--- src/rtl/operand_unpacker.sv ---
// Fetches a run of 64-bit words from synchronous memory and streams each one
// to the ALU as two DATA_W operands, low half first.
module operand_unpacker #(
  parameter int DATA_W        = 32,
  parameter int MEM_WORD_SIZE = 64,
  parameter int ADDR_W        = 8
) (
  input  logic                     clk_i,
  input  logic                     rst_i,
  input  logic                     start_i,
  input  logic [ADDR_W-1:0]        base_addr_i,
  input  logic [ADDR_W-1:0]        num_words_i,
  output logic                     read_en_o,
  output logic [ADDR_W-1:0]        read_addr_o,
  input  logic [MEM_WORD_SIZE-1:0] mem_data_i,
  output logic [DATA_W-1:0]        op_o,
  output logic                     op_valid_o,
  input  logic                     op_ready_i,
  output logic                     op_hi_o,
  output logic                     busy_o,
  output logic                     done_o
);

  typedef enum logic [2:0] {
    S_IDLE, S_READ, S_LATCH, S_SEND_LO, S_SEND_HI, S_DONE
  } state_t;

  state_t                   r_state;
  logic [ADDR_W-1:0]        r_base, r_cnt, r_idx;
  logic [MEM_WORD_SIZE-1:0] r_hold;
  logic                     r_read_en, r_op_valid, r_op_hi, r_busy, r_done;
  logic [ADDR_W-1:0]        r_read_addr;
  logic [DATA_W-1:0]        r_op;

  always_ff @(posedge clk_i or posedge rst_i) begin
    if (rst_i) begin
      r_state     <= S_IDLE;
      r_base      <= '0;
      r_cnt       <= '0;
      r_idx       <= '0;
      r_hold      <= '0;
      r_read_en   <= 1'b0;
      r_read_addr <= '0;
      r_op        <= '0;
      r_op_valid  <= 1'b0;
      r_op_hi     <= 1'b0;
      r_busy      <= 1'b0;
      r_done      <= 1'b0;
    end else begin
      // Strobes last exactly one state; re-asserted only on entry to READ/DONE.
      r_read_en   <= 1'b0;
      r_read_addr <= '0;
      r_done      <= 1'b0;
      case (r_state)
        S_IDLE: begin
          if (start_i) begin
            r_base <= base_addr_i;
            r_cnt  <= num_words_i;
            r_idx  <= '0;
            r_busy <= 1'b1;
            if (num_words_i == '0) begin
              r_state <= S_DONE;
              r_done  <= 1'b1;
            end else begin
              r_state     <= S_READ;
              r_read_en   <= 1'b1;
              r_read_addr <= base_addr_i;
            end
          end
        end
        S_READ: r_state <= S_LATCH;
        S_LATCH: begin
          r_hold     <= mem_data_i;
          r_op       <= mem_data_i[DATA_W-1:0];
          r_op_valid <= 1'b1;
          r_op_hi    <= 1'b0;
          r_state    <= S_SEND_LO;
        end
        S_SEND_LO: begin
          if (op_ready_i) begin
            r_op    <= r_hold[MEM_WORD_SIZE-1:DATA_W];
            r_op_hi <= 1'b1;
            r_state <= S_SEND_HI;
          end else begin
            r_op    <= r_hold[DATA_W-1:0];
          end
        end
        S_SEND_HI: begin
          if (op_ready_i) begin
            r_op       <= '0;
            r_op_valid <= 1'b0;
            r_op_hi    <= 1'b0;
            if (r_idx == r_cnt - ADDR_W'(1)) begin
              r_state <= S_DONE;
              r_done  <= 1'b1;
            end else begin
              r_idx       <= r_idx + ADDR_W'(1);
              r_state     <= S_READ;
              r_read_en   <= 1'b1;
              r_read_addr <= r_base + r_idx + ADDR_W'(1);
            end
          end
        end
        S_DONE: begin
          r_busy  <= 1'b0;
          r_state <= S_IDLE;
        end
        default: r_state <= S_IDLE;
      endcase
    end
  end

  assign read_en_o   = r_read_en;
  assign read_addr_o = r_read_addr;
  assign op_o        = r_op;
  assign op_valid_o  = r_op_valid;
  assign op_hi_o     = r_op_hi;
  assign busy_o      = r_busy;
  assign done_o      = r_done;

endmodule
--- config.mk ---
export PLATFORM = sky130hd
export DESIGN_NAME = operand_unpacker
export DESIGN_NICKNAME = d
export VERILOG_FILES = /design/src/rtl/operand_unpacker.sv
export SDC_FILE = /design/constraint.sdc
export NUM_CORES = 1
export LEC_CHECK = 0
export CAP_MARGIN = 30
export CORE_MARGIN = 5
export CORE_UTILIZATION = 30
export DETAILED_ROUTE_END_ITERATION = 10
export DONT_BUFFER_PORTS = 1
export SKIP_CTS_REPAIR_TIMING = 1
export SYNTH_ARGS = -nofsm -noshare
export SYNTH_HDL_FRONTEND = slang
export SYNTH_SLANG_ARGS = --single-unit
--- constraint.sdc ---
create_clock -name clk_i -period 8.8 [get_ports clk_i]
set_input_delay 1.32 -clock clk_i [delete_from_list [all_inputs] [get_ports clk_i]]
set_output_delay 1.32 -clock clk_i [all_outputs]
set_load 0.01 [all_outputs]
==> impl_metrics.py <==
metrics = {
    "clock_network": {
        "clk_latency_ns": 0.42,
        "tritoncts": "built",
        "clockBufferDepth": 2,
        "clkSinkCount": 136,
        "htree_levels": 4,
        "cts-root-buf": "clkbuf_16",
        "cts_buffers": 17,
        "path_clk_slew_ns": 0.06,
    },
    "final_layout": {
        "fill_cells": 2118,
        "layout-drive-gt1-share_pct": 25.57,
        "n_antenna_cell": 0,
        "final_core_util_pct": 34.41,
        "area_growth_pct": 12.73,
        "nNetsFinal": 652,
        "fin_cells": 846,
    },
    "run_status": {
        "status": "finished clean",
    },
    "power": {
        "p_clk_share_pct": 23.5,
        "power_mw": 2.863,
        "p_per_area_nw_per_um2": 394.6,
        "worst_ir_drop_vdd_v": 0.0001255,
        "switching_share_pct": 37.76,
        "p_seq_share_pct": 40.8,
        "total_leakage_power_nw": 3.013,
        "combPwrFrac_pct": 35.7,
        "internal_power_mw": 1.782,
        "net-switching-power_mw": 1.081,
    },
    "global_routing": {
        "grt_use_met3_pct": 4.480,
        "grtUsageMet2_pct": 22.77,
        "grt_pass1_wl_microns": 25870,
        "antenna_found_initial": 0,
        "grt_pass1_vias": 4749,
        "top_usage_layer": "met2",
        "grtUsageTotal_pct": 13.51,
        "grt_max_degree": 71,
        "grt.met1_usage_pct": 16.05,
        "overflow": 0,
    },
    "placement": {
        "place.gp.congestion": 0.8409,
        "place.port_buffers": 0,
        "pre_cts_ws_ns": 5.717,
        "dp.cells": 814,
        "dp_hpwl_microns": 10980,
    },
    "setup_path": {
        "cp-end-kind": "flip-flop",
        "crit_start": "num_words_i[1]",
        "crit_family": "simple AND/OR/NAND/NOR gates",
        "crit_type": "in -> reg",
        "worstReg2RegEnd": "r_hold[59]",
        "crit_chain": "or4_1 -> nor2_1 -> nor2_1 -> or2_2",
        "path_common_cell": "nor2_1",
        "worstPathRequired_ns": 9.09,
        "crit_buf_inv": 0,
        "reg2reg_from": "r_state[2]",
        "rrSetupSlack_ns": 6.23,
        "cp_max_fo": 7,
        "cp.arrival_ns": 2.93,
        "critPathLaunchType": "input pin",
        "reg2reg_depth": 5,
        "cp_slowest_cell": "nor2_1",
        "cp_slowest_stage_delay_ns": 0.53,
    },
    "timing": {
        "relSlewSlack_pct": 34.95,
        "fin_crit_ns": 2.636,
        "worst_pin_slew_ns": 0.9734,
        "slew_violations": 0,
        "worst_slack_ns": 6.164,
        "final.setup.tns_ns": 0,
        "final_hold_viol_count": 0,
        "fmax_ghz": 0.3793,
        "finalClockSkew_ns": 0.007753,
        "period_share_pct": 29.96,
        "rsz0062_at_grt": "no",
        "setup_viol": 0,
    },
    "drt": {
        "drt.antenna.violating_nets": 0,
        "drtIter0Drc": 275,
        "drt-total-wl_microns": 16260,
        "vias_per_cell": 5.173,
        "vias": 4376,
        "drc_errors": 0,
        "wl_per_cell_microns": 19.22,
        "firstDrtPassIters": 4,
    },
    "synth": {
        "yosys_warnings": 0,
        "syn_inst": 570,
        "avgSynthCellArea_sq_um": 11.29,
        "synth_top_area_cell": "dfrtp_1",
        "async_reset_ff_share_pct": 100.0,
        "ys.flop_type": "dfrtp_1",
        "muxShareOfSynthArea_pct": 17.81,
        "synth_edf_count": 0,
        "synth_compound_area_share_pct": 12.01,
        "synth-adder-area-share_pct": 2.061,
        "synth_seq_cells": 136,
        "ys_top_cells_by_area": "dfrtp_1, mux2_2, a22oi_1",
        "syn_nets": 664,
        "synth_top_area_share_pct": 52.88,
        "yosysSeqAreaShare_pct": 52.88,
        "netlist_area_sq_um": 6436,
        "synth_simple_gate_area_share_pct": 10.46,
        "synthXorXnorAreaFrac_pct": 1.905,
        "synth.distinct_cells": 55,
        "synth_top_family_by_area": "multiplexers",
    },
    "floorplan": {
        "core_sq_um": 21090,
        "fp.dieW_microns": 156.5,
        "rows": 53,
        "io_pins": 129,
        "die_y_microns": 156.5,
        "dieArea_sq_um": 24480,
        "start_util_pct": 30.52,
    },
    "run": {
        "cap_violations": 0,
    },
    "worst_hold_path": {
        "hold_class": "reg -> reg",
        "min_delay_worst_endpoint": "r_base[3]",
        "whs_path_depth": 2,
        "min-delay-start": "r_base[3]",
    },
}
[tightest hold or removal path, cell delays in order (launching register included)]
cell and delay, ns:
dfrtp_1 0.35, nand2_1 0.05, nand2_1 0.06
[routing by layer]
metal	vias up	share of wire [%]
met4	0	1.9
li1	2008	-
met1	2223	41
met5	-	0
met3	22	6.7
met2	123	50
[worst max path at each step]
stage | endpoint | slack (ns) | depth (start not counted)
after CTS | read_en_o | 6.17 | 4
final | read_en_o | 6.16 | 4
after global placement | read_en_o | 5.74 | 4
after detailed placement | read_en_o | 5.72 | 4
after floorplan | busy_o | 3.84 | 1
after global routing | r_hold[59] | 6.04 | 5
[cell usage in the layout (no fill, tap or decap), types with 3 or more instances in the layout]
cell type	n
nor2b_1	5
nand3_1	8
clkbuf_16	17
nand2_1	53
nor2_1	48
xnor2_1	8
xor2_1	6
inv_8	3
nand2b_1	4
clkinvlp_4	4
a21oi_1	37
or4_1	3
buf_4	4
a31oi_1	3
ha_1	9
nor3_1	6
dfrtp_1	136
mux2i_1	5
mux2_2	96
inv_6	4
o21ai_0	16
a22oi_1	32
a22o_1	4
inv_1	11
[power by group through the flow]
stage / Sequential (mW) / Clock (mW) / Combinational (mW)
finish: 1.17 / 0.674 / 1.02
global route: 1.21 / 0.724 / 1.14
CTS: 1.17 / 0.694 / 1.03
detailed placement: 1.18 / 0 / 1.03
global placement: 1.16 / 0 / 0.983
floorplan: 1.10 / 0 / 0.860
[synth_stat cells, types with 4 or more instances]
| master | instances |
|---|---|
| a22o_1 | 4 |
| a22oi_1 | 32 |
| ha_1 | 9 |
| nor2_1 | 50 |
| o21ai_0 | 16 |
| inv_1 | 12 |
| clkbuf_1 | 30 |
| a21oi_1 | 37 |
| nand2_1 | 54 |
| nand3_1 | 8 |
| nor3_1 | 7 |
| xor2_1 | 6 |
| mux2i_1 | 5 |
| dfrtp_1 | 136 |
| mux2_2 | 96 |
| xnor2_1 | 8 |
| nor2b_1 | 5 |
| nand2b_1 | 4 |
[final cells by class]
class                           count  area (sq um)  share of cell area [%]
Sequential cell                   136          3403                   46.90
Multi-Input combinational cell    387          2872                   39.58
Clock buffer                       18         439.2                   6.053
Timing Repair Buffer                4         30.03                  0.4139
Clock inverter                     14         117.6                   1.621
Inverter                           12         50.05                  0.6898
Tap cell                          275         344.1                   4.742
[state kept, by name, indices dropped and copies added, names as in the netlist]
signal,count
read_addr_o,8
done_o,1
op_o,32
read_en_o,1
r_base,8
r_state,3
op_hi_o,1
r_cnt,8
op_valid_o,1
busy_o,1
r_hold,64
r_idx,8
[stage by stage]
step	instance area, sq um	hold slack, ns
3_5_place_dp	6699	0.4766
3_3_place_gp	6699	0.4700
6_report	7256	0.4881
4_1_cts	7256	0.4934
2_1_floorplan	6436	0.4523
5_1_grt	7256	0.5166
[logic make-up (layout without fill, tap and decap cells)]
group,after synthesis,count (layout)
AO/OA/AOI/OAI,114,114
XOR/XNOR,14,14
adder cells (fa/ha/maj),10,10
AND/OR/NAND/NOR,147,147
buffers and inverters,47,48
flip-flops,136,136
multiplexers,102,102
Power figures use the tool's default switching activity.
